File: src/rtl/vmem_port_arbiter_if.sv
// Shared vector data-memory port bundle: CPU M-stage side, DMA side,
// the physical memory port and the arbiter performance counters.
// slave  : arbiter view (takes requests, drives the memory port)
// master : environment view (pipeline, DMA engine and memory)
interface vmem_port_arbiter_if #(
  parameter int unsigned DW = 128,
  parameter int unsigned AW = 16
);
  logic          cpu_req;
  logic          cpu_we;
  logic [AW-1:0] cpu_addr;
  logic [DW-1:0] cpu_wdata;
  logic          cpu_stall;
  logic [DW-1:0] cpu_rdata;
  logic          cpu_rvalid;

  logic          dma_req;
  logic          dma_we;
  logic [AW-1:0] dma_addr;
  logic [DW-1:0] dma_wdata;
  logic          dma_gnt;
  logic [DW-1:0] dma_rdata;
  logic          dma_rvalid;

  logic          mem_en;
  logic          mem_we;
  logic [AW-1:0] mem_addr;
  logic [DW-1:0] mem_wdata;
  logic [DW-1:0] mem_q;

  logic [31:0]   perf_stall_cnt;
  logic [31:0]   perf_dma_cnt;

  modport slave (
    input  cpu_req, cpu_we, cpu_addr, cpu_wdata,
    output cpu_stall, cpu_rdata, cpu_rvalid,
    input  dma_req, dma_we, dma_addr, dma_wdata,
    output dma_gnt, dma_rdata, dma_rvalid,
    output mem_en, mem_we, mem_addr, mem_wdata,
    input  mem_q,
    output perf_stall_cnt, perf_dma_cnt
  );

  modport master (
    output cpu_req, cpu_we, cpu_addr, cpu_wdata,
    input  cpu_stall, cpu_rdata, cpu_rvalid,
    output dma_req, dma_we, dma_addr, dma_wdata,
    input  dma_gnt, dma_rdata, dma_rvalid,
    input  mem_en, mem_we, mem_addr, mem_wdata,
    output mem_q,
    input  perf_stall_cnt, perf_dma_cnt
  );
endinterface

File: src/rtl/vmem_port_arbiter.sv
// vmem_port_arbiter: shares the single vector data-memory port between the
// pipeline (priority) and the audio DMA engine, with a bounded-starvation
// counter that forces DMA through after MAX_WAIT consecutive denials.
// Read data is routed back through a RD_LAT-deep (valid, owner) tag pipe.
// Optional macro ARB_PERF_CNT_EN builds the stall / DMA-grant counters;
// without it both counter outputs are tied to zero.
module vmem_port_arbiter #(
  parameter int unsigned DW       = 128,
  parameter int unsigned AW       = 16,
  parameter int unsigned RD_LAT   = 1,
  parameter int unsigned MAX_WAIT = 4
) (
  input  logic              clk,
  input  logic              reset,
  vmem_port_arbiter_if.slave bus
);

  localparam int unsigned WW = $clog2(MAX_WAIT + 1);

  typedef enum logic [1:0] {
    OWN_NONE = 2'd0,
    OWN_CPU  = 2'd1,
    OWN_DMA  = 2'd2
  } owner_e;

  owner_e            owner;
  logic [WW-1:0]     wait_cnt;
  logic [WW-1:0]     wait_nxt;
  logic              rd_grant;
  logic [RD_LAT-1:0] tag_v;
  logic [RD_LAT-1:0] tag_dma;
  logic              ret_v;
  logic              ret_cpu;
  logic              ret_dma;
  logic [DW-1:0]     cpu_hold;
  logic [DW-1:0]     dma_hold;

  // Per-cycle grant decision and next starvation count; nothing granted in reset
  always_comb begin
    owner    = OWN_NONE;
    wait_nxt = '0;
    if (reset) begin
      if (bus.cpu_req && bus.dma_req) begin
        if (wait_cnt >= WW'(MAX_WAIT)) begin
          owner = OWN_DMA;
        end else begin
          owner    = OWN_CPU;
          wait_nxt = wait_cnt + WW'(1);
        end
      end else if (bus.cpu_req) begin
        owner = OWN_CPU;
      end else if (bus.dma_req) begin
        owner = OWN_DMA;
      end
    end
  end

  // Memory port mux driven straight from the granted requester
  always_comb begin
    bus.mem_en    = 1'b0;
    bus.mem_we    = 1'b0;
    bus.mem_addr  = '0;
    bus.mem_wdata = '0;
    case (owner)
      OWN_CPU: begin
        bus.mem_en    = 1'b1;
        bus.mem_we    = bus.cpu_we;
        bus.mem_addr  = bus.cpu_addr;
        bus.mem_wdata = bus.cpu_wdata;
      end
      OWN_DMA: begin
        bus.mem_en    = 1'b1;
        bus.mem_we    = bus.dma_we;
        bus.mem_addr  = bus.dma_addr;
        bus.mem_wdata = bus.dma_wdata;
      end
      default: ;
    endcase
  end

  assign bus.dma_gnt   = (owner == OWN_DMA);
  assign bus.cpu_stall = bus.cpu_req && (owner == OWN_DMA);
  assign rd_grant      = (owner != OWN_NONE) && !bus.mem_we;

  // Starvation counter and read tag pipe; reset discards in-flight reads
  always_ff @(posedge clk) begin
    if (!reset) begin
      wait_cnt <= '0;
      tag_v    <= '0;
      tag_dma  <= '0;
    end else begin
      wait_cnt   <= wait_nxt;
      tag_v[0]   <= rd_grant;
      tag_dma[0] <= (owner == OWN_DMA);
      for (int unsigned i = 1; i < RD_LAT; i++) begin
        tag_v[i]   <= tag_v[i-1];
        tag_dma[i] <= tag_dma[i-1];
      end
    end
  end

  assign ret_v   = reset && tag_v[RD_LAT-1];
  assign ret_cpu = ret_v && !tag_dma[RD_LAT-1];
  assign ret_dma = ret_v && tag_dma[RD_LAT-1];

  // Hold each owner's last returned word between returns
  always_ff @(posedge clk) begin
    if (!reset) begin
      cpu_hold <= '0;
      dma_hold <= '0;
    end else begin
      if (ret_cpu) cpu_hold <= bus.mem_q;
      if (ret_dma) dma_hold <= bus.mem_q;
    end
  end

  assign bus.cpu_rvalid = ret_cpu;
  assign bus.dma_rvalid = ret_dma;
  assign bus.cpu_rdata  = ret_cpu ? bus.mem_q : cpu_hold;
  assign bus.dma_rdata  = ret_dma ? bus.mem_q : dma_hold;

`ifdef ARB_PERF_CNT_EN
  logic [31:0] stall_cnt;
  logic [31:0] dma_cnt;

  // Free-running wrap-around counters of stalled CPU cycles and DMA grants
  always_ff @(posedge clk) begin
    if (!reset) begin
      stall_cnt <= '0;
      dma_cnt   <= '0;
    end else begin
      if (bus.cpu_stall) stall_cnt <= stall_cnt + 32'd1;
      if (bus.dma_gnt)   dma_cnt   <= dma_cnt + 32'd1;
    end
  end

  assign bus.perf_stall_cnt = stall_cnt;
  assign bus.perf_dma_cnt   = dma_cnt;
`else
  assign bus.perf_stall_cnt = '0;
  assign bus.perf_dma_cnt   = '0;
`endif

endmodule

File: src/flat_wrapper.sv
// flat-port wrapper written by rule: the top's interface ports become plain ports
module vmem_port_arbiter_flat 
#(
  parameter int unsigned DW       = 128,
  parameter int unsigned AW       = 16,
  parameter int unsigned RD_LAT   = 1,
  parameter int unsigned MAX_WAIT = 4
)
  (clk, reset, bus_cpu_req, bus_cpu_we, bus_cpu_addr, bus_cpu_wdata, bus_cpu_stall, bus_cpu_rdata, bus_cpu_rvalid, bus_dma_req, bus_dma_we, bus_dma_addr, bus_dma_wdata, bus_dma_gnt, bus_dma_rdata, bus_dma_rvalid, bus_mem_en, bus_mem_we, bus_mem_addr, bus_mem_wdata, bus_mem_q, bus_perf_stall_cnt, bus_perf_dma_cnt);
  vmem_port_arbiter_if #(.DW(DW), .AW(AW)) bus_i ();
  input  logic clk;
  input  logic reset;
  input wire logic [$bits(bus_i.cpu_req)-1:0] bus_cpu_req;
  input wire logic [$bits(bus_i.cpu_we)-1:0] bus_cpu_we;
  input wire logic [$bits(bus_i.cpu_addr)-1:0] bus_cpu_addr;
  input wire logic [$bits(bus_i.cpu_wdata)-1:0] bus_cpu_wdata;
  output wire logic [$bits(bus_i.cpu_stall)-1:0] bus_cpu_stall;
  output wire logic [$bits(bus_i.cpu_rdata)-1:0] bus_cpu_rdata;
  output wire logic [$bits(bus_i.cpu_rvalid)-1:0] bus_cpu_rvalid;
  input wire logic [$bits(bus_i.dma_req)-1:0] bus_dma_req;
  input wire logic [$bits(bus_i.dma_we)-1:0] bus_dma_we;
  input wire logic [$bits(bus_i.dma_addr)-1:0] bus_dma_addr;
  input wire logic [$bits(bus_i.dma_wdata)-1:0] bus_dma_wdata;
  output wire logic [$bits(bus_i.dma_gnt)-1:0] bus_dma_gnt;
  output wire logic [$bits(bus_i.dma_rdata)-1:0] bus_dma_rdata;
  output wire logic [$bits(bus_i.dma_rvalid)-1:0] bus_dma_rvalid;
  output wire logic [$bits(bus_i.mem_en)-1:0] bus_mem_en;
  output wire logic [$bits(bus_i.mem_we)-1:0] bus_mem_we;
  output wire logic [$bits(bus_i.mem_addr)-1:0] bus_mem_addr;
  output wire logic [$bits(bus_i.mem_wdata)-1:0] bus_mem_wdata;
  input wire logic [$bits(bus_i.mem_q)-1:0] bus_mem_q;
  output wire logic [$bits(bus_i.perf_stall_cnt)-1:0] bus_perf_stall_cnt;
  output wire logic [$bits(bus_i.perf_dma_cnt)-1:0] bus_perf_dma_cnt;
  assign bus_i.cpu_req = bus_cpu_req;
  assign bus_i.cpu_we = bus_cpu_we;
  assign bus_i.cpu_addr = bus_cpu_addr;
  assign bus_i.cpu_wdata = bus_cpu_wdata;
  assign bus_cpu_stall = bus_i.cpu_stall;
  assign bus_cpu_rdata = bus_i.cpu_rdata;
  assign bus_cpu_rvalid = bus_i.cpu_rvalid;
  assign bus_i.dma_req = bus_dma_req;
  assign bus_i.dma_we = bus_dma_we;
  assign bus_i.dma_addr = bus_dma_addr;
  assign bus_i.dma_wdata = bus_dma_wdata;
  assign bus_dma_gnt = bus_i.dma_gnt;
  assign bus_dma_rdata = bus_i.dma_rdata;
  assign bus_dma_rvalid = bus_i.dma_rvalid;
  assign bus_mem_en = bus_i.mem_en;
  assign bus_mem_we = bus_i.mem_we;
  assign bus_mem_addr = bus_i.mem_addr;
  assign bus_mem_wdata = bus_i.mem_wdata;
  assign bus_i.mem_q = bus_mem_q;
  assign bus_perf_stall_cnt = bus_i.perf_stall_cnt;
  assign bus_perf_dma_cnt = bus_i.perf_dma_cnt;
  vmem_port_arbiter #(.DW(DW), .AW(AW), .RD_LAT(RD_LAT), .MAX_WAIT(MAX_WAIT)) u_core (.clk(clk), .reset(reset), .bus(bus_i));
endmodule
File: config.mk
export PLATFORM = sky130hd
export DESIGN_NAME = vmem_port_arbiter_flat
export DESIGN_NICKNAME = d
export VERILOG_FILES = /design/src/rtl/vmem_port_arbiter_if.sv /design/src/rtl/vmem_port_arbiter.sv /design/src/flat_wrapper.sv
export SDC_FILE = /design/constraint.sdc
export NUM_CORES = 1
export LEC_CHECK = 0
export CAP_MARGIN = 20
export CORE_AREA = 5 5 341 343
export DETAILED_ROUTE_END_ITERATION = 8
export DIE_AREA = 0 0 346 348
export GPL_TIMING_DRIVEN = 0
export PLACE_DENSITY = 0.44
export SLEW_MARGIN = 20
export SYNTH_ARGS = -nofsm -noshare
export SYNTH_HDL_FRONTEND = slang
export SYNTH_SLANG_ARGS = --single-unit
File: constraint.sdc
create_clock -name clk -period 3.9 [get_ports clk]
set_clock_uncertainty 0.15 [all_clocks]
set_input_delay 0.585 -clock clk [delete_from_list [all_inputs] [get_ports clk]]
set_output_delay 0.585 -clock clk [all_outputs]
set_load 0.01 [all_outputs]
==> flow_metrics.tcl, run 1 <==
set metrics [dict create \
    power.net_switching_mw 2.17 \
    depth_of_the_cts_h_tree 2 \
    crit_type "input port to output pin" \
    comb_power_share_pct 22.3 \
    multi_input_gate_area_in_the_final_layout_um2 9270 \
    initialDrtViolationCount 754 \
    period_share_pct 97.4 \
    fp.coreArea_um2 113000 \
    post_synth.cell_area_avg_um2 8.46 \
    reg2reg_path_depth 5 \
    timing.final.crit_period_ns 3.80 \
    synthCells 1831 \
    drt.antenna.violating_nets 0 \
    ff2ff_setup_slack_ns 1.56 \
    tightest_slew_ns 0.923 \
    worst_hold_path.num_cells 2 \
    vdd_ir_drop_max_mv 0.206 \
    synthDistinctLibCells 23 \
    final_common_cell "sky130_fd_sc_hd__clkdlybuf4s50_1" \
    cts.reportedPaths.clkPinSlew_ns 0.06 \
    status "complete, no violations" \
    post_cts_hold_buffer_count 0 \
    vias 16333 \
    dp_slack_ns -1.93 \
    place_inst 4232 \
    rsz_0062_raised_after_global_routing "true" \
    number_of_cts_inserted_buffers 36 \
    die_x_um 346 \
    replace_congestion 0.856 \
    ctsRootBufferMaster "sky130_fd_sc_hd__clkbuf_16" \
    clock_sink_count 261 \
    post-route-worst-setup-slack_ns 0.102 \
    viasPerCell 3.79 \
    slew_violations 0 \
    leakage_nw 10.4 \
    rows 124 \
    clock.fmax_mhz 263 \
    final-setup-viol-count 0 \
    firstDrtPassIters 5 \
    syn_to_final_growth_pct 76.3 \
    mostFrequentLayoutCells "784 x sky130_fd_sc_hd__clkdlybuf4s50_1, 515 x sky130_fd_sc_hd__nand2_1, 261 x sky130_fd_sc_hd__dfxtp_1, 256 x sky130_fd_sc_hd__a21boi_0, 147 x sky130_fd_sc_hd__mux2_2" \
    grt_pass1_vias 16715 \
    sw_frac_of_total_pct 27.5 \
    instances_no_fill 4308 \
    power.density_cell_area_nw_per_um2 288 \
    yosys_register_bits 261 \
    drt_drc_violations_left 0 \
    grt_first_pass_wirelength_um 138000 \
    ys_seq_area_share_pct 33.7 \
    clock_path_buffers 3 \
    num_io_pins 892 \
    hpwl_after_detailed_placement_um 85200 \
    pin_count_of_the_biggest_net_entering_global_routing 12 \
    globalRouteOverflowTotal 0 \
    yosys_warnings 0 \
    hold_path_class "flop to flop" \
    fillerInstances 12446 \
    buffer_ports.inserted 826 \
    worst_slew_margin_rel_pct 38.4 \
    chipHeight_um 348 \
    floorplan.initialDensity_pct 13.7 \
    final_wirelength_um 102000 \
    total_internal_power_mw 5.71 \
    final_layout_size_suffix_gt1_share_pct 17.9 \
    cp_data_arrival_time_ns 3.06 \
    required_ns 3.16 \
    grt.total_usage_pct 16.0 \
    critical_path.endpoint_type "output pin" \
    ff_latch_area_um2 5230 \
    power_frac_seq_pct 35.2 \
    pwr-share-clk_pct 42.5 \
    hold_violations 0 \
    tritoncts "done" \
    syn_area_um2 15500 \
    max_cap_violations 0 \
    antenna_found_initial 28 \
    finish.net_count 3188 \
    critical_path_peak_fanout 10 \
    design.die.area_um2 120000 \
    cp-start-kind "input port" \
    wl_per_cell_um 23.7 \
    clkLatencyLatePin_ns 0.53 \
]
[registers in the layout (all words and copies together), names as in the netlist]
name,flops
u_core.dma_hold,128
u_core.tag_v,1
u_core.cpu_hold,128
u_core.wait_cnt,3
u_core.tag_dma,1
[cells in the mapped netlist]
cell type	n	share of area (%)
sky130_fd_sc_hd__nor3b_1	2	0.097
sky130_fd_sc_hd__mux2_4	109	11
sky130_fd_sc_hd__buf_6	13	0.95
sky130_fd_sc_hd__nand2b_1	1	0.040
sky130_fd_sc_hd__inv_1	7	0.17
sky130_fd_sc_hd__ha_1	6	0.48
sky130_fd_sc_hd__clkbuf_1	87	2.1
sky130_fd_sc_hd__a22oi_1	145	7.0
sky130_fd_sc_hd__mux2_2	147	11
sky130_fd_sc_hd__a21boi_0	256	12
sky130_fd_sc_hd__dfxtp_1	261	34
sky130_fd_sc_hd__conb_1	1	0.024
sky130_fd_sc_hd__nor2_1	145	3.5
sky130_fd_sc_hd__buf_2	42	1.4
sky130_fd_sc_hd__or2_4	1	0.057
sky130_fd_sc_hd__o211ai_1	1	0.049
sky130_fd_sc_hd__and3_1	1	0.040
sky130_fd_sc_hd__buf_1	7	0.17
sky130_fd_sc_hd__buf_4	76	3.7
sky130_fd_sc_hd__a21oi_1	1	0.032
sky130_fd_sc_hd__nor2b_1	1	0.040
sky130_fd_sc_hd__nand2_1	515	12
sky130_fd_sc_hd__and2_1	6	0.24
[through the flow]
stage | setup TNS (ns) | area, um^2 | hold WS (ns) | total power [mW] | utilization, %
global route | -0.000557 | 27300 | 0.328 | 8.24 | 24.1
floorplan | 0 | 15700 | 0.290 | 3.47 | -
detailed placement | -214.02 | 25900 | 0.306 | 4.59 | 22.9
finish | 0 | 27300 | 0.310 | 7.87 | 24.1
global placement | -207.37 | 25900 | 0.298 | 4.59 | 22.8
CTS | -0.0110 | 27200 | 0.315 | 8.07 | 24.0
[critical path, cell delays in order]
cell and delay [ns]:
sky130_fd_sc_hd__clkdlybuf4s50_1 0.52, sky130_fd_sc_hd__inv_1 0.05, sky130_fd_sc_hd__o211ai_1 0.20, sky130_fd_sc_hd__buf_4 0.16
sky130_fd_sc_hd__ha_4 0.19, sky130_fd_sc_hd__clkbuf_2 0.23, sky130_fd_sc_hd__buf_2 0.28, sky130_fd_sc_hd__nor2_2 0.25
sky130_fd_sc_hd__clkdlybuf4s50_1 0.58
[power by group through the flow]
| stage | Combinational (mW) | Clock (mW) | Sequential (mW) |
|---|---|---|---|
| 2_1_floorplan | 0.651 | 0 | 2.82 |
| 3_3_place_gp | 1.76 | 0 | 2.83 |
| 5_1_grt | 1.87 | 3.60 | 2.78 |
| 4_1_cts | 1.78 | 3.52 | 2.77 |
| 3_5_place_dp | 1.76 | 0 | 2.83 |
| 6_report | 1.76 | 3.35 | 2.77 |
[metal layers]
layer | vias to the layer above | part of all wire [%] | global-route usage, %
li1 | 7950 | - | -
met5 | - | 0.072 | 0
met2 | 540 | 52 | 30.0
met1 | 7744 | 38 | 17.7
met4 | 10 | 1.8 | 2.76
met3 | 89 | 7.8 | 5.50
[worst paths after layout]
path,from,to
worst max register to register,u_core.tag_v$_SDFF_PN0_,u_core.dma_hold[29]$_SDFF_PN0_
worst min-delay path,u_core.dma_hold[69]$_SDFF_PN0_,u_core.dma_hold[69]$_SDFF_PN0_
worst min register to register,u_core.dma_hold[69]$_SDFF_PN0_,u_core.dma_hold[69]$_SDFF_PN0_
worst max-delay path,bus_cpu_req,bus_mem_addr[15]
[logic make-up (layout without fill, tap and decap cells)]
logic type,Yosys count,count (layout),synth area share (%)
and+or+nand+nor,672,672,16.5
AOI/OAI and AO/OA,403,403,19.5
DFF,261,261,33.7
muxes,256,256,21.3
buffers and inverters,232,1118,8.44
adders and majority gates,6,6,0.485
other,1,80,0.0242
[timing repair]
action	4_1_cts	5_1_grt
gates resized for setup	108	43
pin swaps	1	2
gates cloned	0	0
endpoints found under the setup margin	155	73
buffers inserted	1	3
[layout make-up]
type / count / share of cell area (%)
antenna: 16 / 0.147
sequential: 261 / 19.1
clock buffer: 48 / 3.62
buffer: 223 / 5.16
multi-input combinational: 1401 / 33.9
timing repair buffer: 830 / 30.4
clock inverter: 10 / 0.591
tap: 1512 / 6.93
inverter: 7 / 0.0963
No activity file was read; power rests on OpenSTA's default activity.
==> run 2: changes to the inputs <==
Settings changed: TNS_END_PERCENT set to 1.
==> run 2 against run 1 <==
The run now ends with setup timing left. Largest power group unchanged. Fmax down 4.0%. Core utilization about the same. Cell count about the same. Non-clock buffer count shrank 2. Largest cell class unchanged. Worst setup slack lost 0.16 ns.
==> flow_metrics.tcl, run 2 (synthesis gave the netlist of run 1 again) <==
set metrics [dict create \
    fp.coreArea_um2 113000 \
    antenna_found_initial 28 \
    clkLatencyLatePin_ns 0.53 \
    chipHeight_um 348 \
    num_io_pins 892 \
    tritoncts "done" \
    depth_of_the_cts_h_tree 2 \
    crit_path_cells "clkdlybuf4s50_1, inv_1, o211ai_1, buf_4, ha_4, clkbuf_2, clkbuf_1, nor2_1, clkdlybuf4s50_1" \
    critical-path-max-stage-delay_ns 0.62 \
    mostFrequentLayoutCells "793 x sky130_fd_sc_hd__clkdlybuf4s50_1, 515 x sky130_fd_sc_hd__nand2_1, 261 x sky130_fd_sc_hd__dfxtp_1, 256 x sky130_fd_sc_hd__a21boi_0, 147 x sky130_fd_sc_hd__mux2_2" \
    replace_congestion 0.856 \
    critical_path.slowest_cell "sky130_fd_sc_hd__clkdlybuf4s50_1" \
    postPlaceCellArea_um2 25900 \
    power.density_cell_area_nw_per_um2 289 \
    die_x_um 346 \
    period_share_pct 101 \
    grt_pass1_vias 16719 \
    post-route-worst-setup-slack_ns -0.0545 \
    crit_type "input port to output pin" \
    required_ns 3.16 \
    fin_worst_hold_slack_ns 0.309 \
    biggestRegsByFlops "u_core.cpu_hold: 128 flops, u_core.dma_hold: 128 flops, u_core.wait_cnt: 3 flops" \
    rows 124 \
    grt.total_usage_pct 16.0 \
    hpwl_after_detailed_placement_um 85200 \
    clock_path_buffers 3 \
    final_area_um2 27300 \
    leakage_nw 10.3 \
    firstDrtPassIters 5 \
    floorplan.initialDensity_pct 13.7 \
    worst_slew_margin_rel_pct 37.4 \
    violations "setup timing" \
    max_cap_violations 0 \
    tightest_slew_ns 0.940 \
    vias 16337 \
    ff2ff_setup_slack_ns 1.52 \
    place_inst 4232 \
    finish.net_count 3186 \
    cp_data_arrival_time_ns 3.22 \
    critPathMostFrequentCell "sky130_fd_sc_hd__clkdlybuf4s50_1" \
    final_common_cell "sky130_fd_sc_hd__clkdlybuf4s50_1" \
    cp-start-kind "input port" \
    final_layout_size_suffix_gt1_share_pct 17.9 \
    buffer_ports.inserted 826 \
    number_of_cts_inserted_buffers 36 \
    drt_drc_violations_left 0 \
    slew_violations 0 \
    globalRouteOverflowTotal 0 \
    final_wirelength_um 102000 \
    hold_violations 0 \
    syn_to_final_growth_pct 76.1 \
    critical_path.endpoint_type "output pin" \
    hold_path_class "flop to flop" \
    rsz_0062_raised_after_global_routing "true" \
    clock.fmax_mhz 253 \
    final-setup-viol-count 2 \
    post_cts_hold_buffer_count 0 \
    clock_sink_count 261 \
    cp.buffers_inverters 6 \
    viasPerCell 3.79 \
    design.die.area_um2 120000 \
    pin_count_of_the_biggest_net_entering_global_routing 12 \
    cp_top_family "buffers and inverters" \
    critical_path_peak_fanout 10 \
    ctsRootBufferMaster "sky130_fd_sc_hd__clkbuf_16" \
    vdd_ir_drop_max_mv 0.206 \
    grt_first_pass_wirelength_um 138000 \
    instances_no_fill 4306 \
    wl_per_cell_um 23.7 \
    power.total_mw 7.87 \
    status "finished with violations" \
    drt.antenna.violating_nets 0 \
    timing.final.crit_period_ns 3.95 \
    cts.reportedPaths.clkPinSlew_ns 0.06 \
    initialDrtViolationCount 760 \
]
## run 2: changes by cell type in the layout (fill, tap and decap cells not counted), sizes merged
cell and delta:
clkdlybuf4s15 -1, clkdlybuf4s50 +9, dlymetal6s2s -5, buf -2, dlygate4sd2 -3
## run 2: tightest hold or removal path: stages, from the launching register on
cell and delay, ns:
sky130_fd_sc_hd__dfxtp_1 0.31, sky130_fd_sc_hd__nand2_1 0.04, sky130_fd_sc_hd__a21boi_0 0.06
## run 2: routing by layer
layer	GRT usage, %	vias to the layer above	share of wire, %
met5	0	-	0.072
met4	2.76	10	1.7
met3	5.50	88	7.7
met2	30.1	530	52
met1	17.7	7759	38
li1	-	7950	-
## run 2: worst paths after layout
path                                   from                              to  depth (start not counted)
max                             bus_cpu_req               bus_mem_wdata[56]                          9
min reg2reg  u_core.dma_hold[69]$_SDFF_PN0_  u_core.dma_hold[69]$_SDFF_PN0_                          2
min          u_core.dma_hold[69]$_SDFF_PN0_  u_core.dma_hold[69]$_SDFF_PN0_                          2
max reg2reg         u_core.tag_v$_SDFF_PN0_  u_core.dma_hold[30]$_SDFF_PN0_                          5
## run 2: power breakdown
part / internal (mW) / switching, mW
Clock: 2.03 / 1.32
Combinational: 0.939 / 0.815
Sequential: 2.73 / 0.0351
Total: 5.71 / 2.17
## run 2: cell type report
class | instances | area [um^2]
Sequential cell | 261 | 5230
Tap cell | 1512 | 1890
Fill cell | 12439 | 86000
Timing Repair Buffer | 827 | 8260
Antenna cell | 16 | 40.0
Buffer | 224 | 1390
Clock buffer | 48 | 987
Multi-Input combinational cell | 1401 | 9280
Inverter | 7 | 26.3
Clock inverter | 10 | 161
## run 2: stage by stage
step / TNS [ns] / worst slack [ns] / util [%]
5_1_grt: -2.39 / -0.176 / 24.0
6_report: -0.0641 / -0.0545 / 24.1
2_1_floorplan: 0 / 0.876 / -
3_3_place_gp: -207.37 / -1.90 / 22.8
4_1_cts: -0.276 / -0.0975 / 24.0
3_5_place_dp: -214.02 / -1.93 / 22.9
## run 2: timing repair
item                       4_1_cts  5_1_grt
buffers inserted                 1        0
setup endpoints to repair      155       86
pin swaps                        1        0
gates resized for setup         95       39
